`src/rtl/drsstc_pkg.sv`:
```
// Shared types and cycle-count derivations for the DRSSTC bridge driver.
// Every counter width comes from cnt_w so no counter can wrap below its limit.
package drsstc_pkg;

  typedef enum logic [2:0] {
    IDLE,
    DEAD,
    DRV_A,
    DRV_B,
    LOCK
  } state_t;

  // Latched stop request and whether over-current contributed to it
  typedef struct packed {
    logic pend;
    logic ocd;
  } stop_t;

  function automatic int unsigned cnt_w(input int unsigned v);
    return (v < 2) ? 1 : int'($clog2(v + 1));
  endfunction

  // Zero-length intervals are clamped to one cycle so the compare constants stay legal
  function automatic int unsigned dead_cyc(input int unsigned ns, input int unsigned mhz);
    int unsigned c;
    c = ns * mhz / 1000;
    return (c == 0) ? 1 : c;
  endfunction

  function automatic int unsigned us_cyc(input int unsigned us, input int unsigned mhz);
    int unsigned c;
    c = us * mhz;
    return (c == 0) ? 1 : c;
  endfunction

endpackage

```
`src/rtl/sync2.sv`:
```
// Two-flop synchronizer; output follows the input after two clock edges.
module sync2 (
  input  logic clk,
  input  logic rst,
  input  logic d,
  output logic q
);

  logic [1:0] pipe = 2'b00;

  always_ff @(posedge clk) begin
    if (rst) pipe <= 2'b00;
    else     pipe <= {pipe[0], d};
  end

  assign q = pipe[1];

endmodule

```
`src/rtl/bridge_driver.sv`:
```
// Full-bridge gate driver for a DRSSTC: phase-locked leg switching with dead time,
// soft turn-off at current zero, burst length limit, phase-loss watchdog and OCD lockout.
module bridge_driver
  import drsstc_pkg::*;
#(
  parameter int unsigned CLK_MHZ   = 100,
  parameter int unsigned DEAD_NS   = 200,
  parameter int unsigned MAX_ON_US = 200,
  parameter int unsigned WDOG_US   = 20,
  parameter int unsigned HOLD_US   = 100
) (
  input  logic clk,
  input  logic rst,
  input  logic en,
  input  logic phase,
  input  logic ocd_raw,
  output logic gd_a,
  output logic gd_b,
  output logic busy,
  output logic fault
);

  localparam int unsigned DEAD_CYC = dead_cyc(DEAD_NS, CLK_MHZ);
  localparam int unsigned MAX_CYC  = us_cyc(MAX_ON_US, CLK_MHZ);
  localparam int unsigned WDOG_CYC = us_cyc(WDOG_US, CLK_MHZ);
  localparam int unsigned HOLD_CYC = us_cyc(HOLD_US, CLK_MHZ);

  localparam int unsigned DW = cnt_w(DEAD_CYC);
  localparam int unsigned BW = cnt_w(MAX_CYC);
  localparam int unsigned WW = cnt_w(WDOG_CYC);
  localparam int unsigned HW = cnt_w(HOLD_CYC);

  localparam logic [DW-1:0] DEAD_LAST = DW'(DEAD_CYC - 1);
  localparam logic [BW-1:0] BURST_MAX = BW'(MAX_CYC);
  localparam logic [WW-1:0] WDOG_LAST = WW'(WDOG_CYC - 1);
  localparam logic [HW-1:0] HOLD_LAST = HW'(HOLD_CYC - 1);

  state_t        state   = IDLE;
  stop_t         stop    = '0;
  logic          phase_q = 1'b0;
  logic [DW-1:0] dcnt    = '0;
  logic [BW-1:0] bcnt    = '0;
  logic [WW-1:0] wcnt    = '0;
  logic [HW-1:0] hcnt    = '0;
  logic          gd_a_q  = 1'b0;
  logic          gd_b_q  = 1'b0;
  logic          busy_q  = 1'b0;
  logic          fault_q = 1'b0;

  logic          ocd_s;
  logic          ph_edge;
  logic          ph_rise;
  logic          stop_now;
  logic          ocd_now;
  logic [BW-1:0] bcnt_inc;
  logic [WW-1:0] wcnt_inc;

  sync2 u_ocd_sync (
    .clk (clk),
    .rst (rst),
    .d   (ocd_raw),
    .q   (ocd_s)
  );

  assign ph_edge  = phase ^ phase_q;
  assign ph_rise  = phase & ~phase_q;
  // Current-cycle causes are folded in so a stop raised on the edge cycle itself is honoured
  assign stop_now = stop.pend | ~en | (bcnt == BURST_MAX) | ocd_s;
  assign ocd_now  = stop.ocd | ocd_s;
  assign bcnt_inc = (bcnt == BURST_MAX) ? bcnt : bcnt + 1'b1;
  assign wcnt_inc = (wcnt == WDOG_LAST) ? wcnt : wcnt + 1'b1;

  always_ff @(posedge clk) begin
    // Edge history runs through reset so a steady phase level never looks like an edge
    phase_q <= phase;
    if (rst) begin
      state   <= IDLE;
      stop    <= '0;
      dcnt    <= '0;
      bcnt    <= '0;
      wcnt    <= '0;
      hcnt    <= '0;
      gd_a_q  <= 1'b0;
      gd_b_q  <= 1'b0;
      busy_q  <= 1'b0;
      fault_q <= 1'b0;
    end else begin
      wcnt <= ph_edge ? '0 : wcnt_inc;
      case (state)
        IDLE: begin
          bcnt <= '0;
          stop <= '0;
          if (ph_rise && en) begin
            state  <= DEAD;
            dcnt   <= '0;
            busy_q <= 1'b1;
          end
        end

        DEAD: begin
          bcnt      <= bcnt_inc;
          stop.pend <= stop_now;
          stop.ocd  <= ocd_now;
          if (dcnt == DEAD_LAST) begin
            state  <= phase ? DRV_A : DRV_B;
            gd_a_q <= phase;
            gd_b_q <= ~phase;
          end else begin
            dcnt <= dcnt + 1'b1;
          end
        end

        DRV_A, DRV_B: begin
          bcnt      <= bcnt_inc;
          stop.pend <= stop_now;
          stop.ocd  <= ocd_now;
          if (ph_edge) begin
            gd_a_q <= 1'b0;
            gd_b_q <= 1'b0;
            if (stop_now) begin
              // Soft turn-off at the current zero; no dead interval follows
              busy_q <= 1'b0;
              stop   <= '0;
              bcnt   <= '0;
              if (ocd_now) begin
                state   <= LOCK;
                hcnt    <= '0;
                fault_q <= 1'b1;
              end else begin
                state <= IDLE;
              end
            end else begin
              state <= DEAD;
              dcnt  <= '0;
            end
          end else if (wcnt == WDOG_LAST) begin
            // Feedback lost: hard turn-off without waiting for an edge
            state   <= LOCK;
            gd_a_q  <= 1'b0;
            gd_b_q  <= 1'b0;
            busy_q  <= 1'b0;
            stop    <= '0;
            bcnt    <= '0;
            hcnt    <= '0;
            fault_q <= 1'b1;
          end
        end

        LOCK: begin
          bcnt <= '0;
          stop <= '0;
          if (hcnt == HOLD_LAST) begin
            state   <= IDLE;
            fault_q <= 1'b0;
          end else begin
            hcnt <= hcnt + 1'b1;
          end
        end

        default: begin
          state   <= IDLE;
          gd_a_q  <= 1'b0;
          gd_b_q  <= 1'b0;
          busy_q  <= 1'b0;
          fault_q <= 1'b0;
        end
      endcase
    end
  end

  assign gd_a  = gd_a_q;
  assign gd_b  = gd_b_q;
  assign busy  = busy_q;
  assign fault = fault_q;

endmodule

```
`config.mk`:
```
export PLATFORM = sky130hd
export DESIGN_NAME = bridge_driver
export DESIGN_NICKNAME = d
export VERILOG_FILES = /design/src/rtl/drsstc_pkg.sv /design/src/rtl/sync2.sv /design/src/rtl/bridge_driver.sv
export SDC_FILE = /design/constraint.sdc
export NUM_CORES = 1
export LEC_CHECK = 0
export ABC_AREA = 1
export BUFFER_PORTS_ARGS = -buffer_cell sky130_fd_sc_hd__buf_2
export CAP_MARGIN = 10
export CORE_UTILIZATION = 55
export CTS_BUF_LIST = sky130_fd_sc_hd__clkbuf_4
export CTS_CLUSTER_DIAMETER = 30
export DETAILED_ROUTE_END_ITERATION = 8
export HOLD_SLACK_MARGIN = 0.15
export PLACE_DENSITY = 0.7
export SYNTH_ARGS = -nofsm -noshare
export SYNTH_HDL_FRONTEND = slang
export SYNTH_SLANG_ARGS = --single-unit
```
`constraint.sdc`:
```
create_clock -name clk -period 1.9 [get_ports clk]
set_input_delay 0.38 -clock clk [delete_from_list [all_inputs] [get_ports clk]]
set_output_delay 0.38 -clock clk [all_outputs]
set_load 0.03 [all_outputs]
```
==> impl_metrics.yaml <==
finish:
  nets: 489
  area.growth.synth_to_final_pct: 10.6
  number_of_inserted_diodes: 0
  proportion_of_layout_cells_with_a_drive_suffix_above_1: 0.151
  finalNonFillerCells: 554
place:
  port-buffer-count: 8
  dp_hpwl_um: 4720
  place_inst: 537
  place.gp.congestion: 0.797
logic_synthesis:
  synth.net_count: 464
  syn_area_per_cell_um2: 6.88
  post_synth_num_cell_types: 33
  cells_taking_the_most_area_after_synthesis: "sky130_fd_sc_hd__dfxtp_1 37%, sky130_fd_sc_hd__nand2_1 12%, sky130_fd_sc_hd__nor2_1 8.3%"
  yosys.cell_count.top_type: "sky130_fd_sc_hd__nand2_1"
  synth.cell_area_um2: 3120
  ys_dominant_reg_cell: "sky130_fd_sc_hd__dfxtp_1"
  yosysTopAreaCell: "sky130_fd_sc_hd__dfxtp_1"
  netlist_top_cells_count: "97 x sky130_fd_sc_hd__nand2_1, 69 x sky130_fd_sc_hd__nor2_1, 57 x sky130_fd_sc_hd__dfxtp_1"
  flip_flop_and_latch_count_after_synthesis: 57
  synthDominantCellAreaShare: 0.366
  ys_warn_count: 0
  yosysSeqAreaShare: 0.366
  synth_enable_flop_cells: 0
  postSynth.asyncResetShare: 0
  synthCells: 453
clocking:
  cts_buffer_depth: 2
  clk_transition_reported_paths_ns: 0.10
  clock-root-buffer: "sky130_fd_sc_hd__clkbuf_4"
  setup_bufs_post_cts: 0
  count_of_h_tree_levels_built_during_cts: 3
  tritoncts.num_buffers: 9
  clkLatencyLatePin_ns: 0.40
  tritoncts: "done"
  clock_sink_count: 57
worst_setup_path:
  worst-endpoint-required_ns: 2.21
  critical-path-max-stage-delay_ns: 0.35
  crit_buf_inv: 1
  critical_path_peak_fanout: 12
  startpoint_type: "flip-flop"
  timing.critical_path.max_delay_family: "simple AND/OR/NAND/NOR gates"
  path_cells: "ha_1 > nand3_1 > inv_1 > nand3_1 > nand2_1 > nand2_1 > nand2_1 > nand2_2 > nand2_2 > nor3_1"
  critical_path.endpoint_type: "flip-flop"
  slowest_stage: "sky130_fd_sc_hd__dfxtp_1"
  cp_common_cell: "sky130_fd_sc_hd__nand2_1"
  worst_ep_arrival_time_ns: 2.03
  timing.setup.critical_path_class: "flip-flop to flip-flop"
global_route:
  globalRouteTotalUtil: 0.239
  maximum_number_of_pins_on_one_net_before_global_route_repair: 26
  grt_pass1_vias: 2703
  globalRouteOverflowTotal: 0
  first_pass_grt_wire_length_um: 11600
  grt_antenna_before_repair: 0
timing:
  timing.final.crit_period_ns: 1.72
  hold_ws_ns: 0.189
  timing.final.max_slew_violations: 0
  finalHoldViolations: 0
  timing_worst_slew_pin_value_ns: 0.347
  finalCritPeriodShare: 0.904
  setup_violations: 0
  max-slew-margin-rel: 0.768
  fmaxAchievable_ghz: 0.582
  rsz_0062_raised_after_global_routing: "false"
  clock-skew-final_ns: 0.0169
  final.setup.tns_ns: 0
die:
  coreArea_um2: 5470
  std_cell_rows: 27
  die-area_um2: 5970
  design.portCount: 9
  start_util: 0.570
  floorplan.die.height_um: 77.3
  dieWidth_um: 77.3
power_and_ir_drop:
  power_total_w: 0.00229
  p_sw_frac: 0.266
  power.ir.vdd_worst_mv: 0.463
  comb_power_share: 0.096
  power_switching_w: 0.000611
  p_int_w: 0.00168
  powerDensity_nw_per_um2: 665
  power.leakage_nw: 1.30
  reg_power_frac: 0.538
  clock_power_share: 0.365
status:
  outcome: "complete, no violations"
drt:
  routed_wirelength_um: 6570
  postRouteAntennaNets: 0
  first_iter_violations: 98
  routed-via-count: 2912
  drt_drc_violations_left: 0
  firstDrtPassIters: 4
  routed_via_density: 5.26
  routedWlPerCell_um: 11.9
hold_path:
  min-delay-path-class: "input pin to flip-flop"
job:
  max_cap_violations: 0
==> cells by family (layout without fill, tap and decap cells) <==
kind of cell,after synthesis,count (layout),synth area share
adders and majority gates,6,6,0.0241
buffers and inverters,61,89,0.0791
xor gates and xnor gates,13,13,0.0365
and+or+nand+nor,263,264,0.394
AOI/OAI and AO/OA,53,53,0.100
DFF,57,57,0.366
==> placed cells by master (no fill, tap or decap), types with 4 or more instances in the layout <==
cell and n:
sky130_fd_sc_hd__nor3_1 12, sky130_fd_sc_hd__nand4_1 14, sky130_fd_sc_hd__nor2_1 69, sky130_fd_sc_hd__xnor2_1 5, sky130_fd_sc_hd__dfxtp_1 57, sky130_fd_sc_hd__inv_1 50
sky130_fd_sc_hd__buf_2 8, sky130_fd_sc_hd__buf_4 10, sky130_fd_sc_hd__nand2_2 11, sky130_fd_sc_hd__ha_1 6, sky130_fd_sc_hd__a21oi_1 27, sky130_fd_sc_hd__nand2_1 93
sky130_fd_sc_hd__or2_2 5, sky130_fd_sc_hd__clkbuf_4 10, sky130_fd_sc_hd__o21ai_0 11, sky130_fd_sc_hd__inv_2 4, sky130_fd_sc_hd__xor2_1 8, sky130_fd_sc_hd__nand3_1 46
sky130_fd_sc_hd__a21oi_2 9
==> tightest hold or removal path, delay by kind of cell <==
kind	cells	cell delay, ns
buffers and inverters	2	0.13
AND/OR/NAND/NOR	1	0.03
==> layout make-up <==
| class | count | area (um2) |
|---|---|---|
| Clock buffer | 10 | 75.1 |
| Tap cell | 72 | 90.1 |
| Inverter | 55 | 206 |
| Fill cell | 534 | 2030 |
| Sequential cell | 57 | 1140 |
| Clock inverter | 5 | 47.5 |
| Timing Repair Buffer | 19 | 125 |
| Multi-Input combinational cell | 336 | 1760 |
==> final timing paths <==
kind,start,to,slack [ns],depth (start not counted)
max,wcnt[0]$_SDFFE_PP0N_,bcnt[11]$_SDFFE_PP0P_,0.18,10
min,ocd_raw,u_ocd_sync.pipe[0]$_SDFF_PP0_,0.19,3
max reg2reg,wcnt[0]$_SDFFE_PP0N_,bcnt[11]$_SDFFE_PP0P_,0.18,10
min reg2reg,u_ocd_sync.pipe[0]$_SDFF_PP0_,u_ocd_sync.pipe[1]$_SDFF_PP0_,0.42,2
==> power groups by stage <==
stage / Combinational, W / Sequential (W) / Clock [W]
global placement: 0.000212 / 0.00126 / 0
CTS: 0.000215 / 0.00123 / 0.000859
finish: 0.000221 / 0.00123 / 0.000838
global route: 0.000251 / 0.00124 / 0.000914
detailed placement: 0.000213 / 0.00126 / 0
floorplan: 0.000143 / 0.00128 / 0
==> layer usage <==
layer	share of wire	vias up	track usage	wire, um
met1	0.48	1333	0.297	3120
li1	-	1530	-	-
met3	0.028	8	0.0417	181
met2	0.49	41	0.400	3190
met5	0	-	0	0
met4	0.011	0	0.108	72
==> registers in the layout (all words and copies together) (netlist names) <==
| signal | count |
|---|---|
| fault | 1 |
| stop | 2 |
| phase_q | 1 |
| bcnt | 15 |
| dcnt | 5 |
| hcnt | 14 |
| u_ocd_sync.pipe | 2 |
| gd_b | 1 |
| wcnt | 11 |
| busy | 1 |
| gd_a | 1 |
| state | 3 |
==> metrics by stage <==
stage                     instance area, um2  utilization  setup WS (ns)
after floorplan                         3120            -          0.259
after global placement                  3280        0.600          0.119
after detailed placement                3280        0.600         0.0299
after CTS                               3410        0.624         0.0249
after global routing                    3450        0.630         0.0127
final                                   3450        0.630          0.182
==> timing repair <==
| action | CTS | global route |
|---|---|---|
| resized for setup | 0 | 6 |
| hold endpoints to repair | 1 | 0 |
| setup endpoints to repair | 0 | 30 |
| hold buffers | 1 | 0 |
No activity file was read; power rests on OpenSTA's default activity.
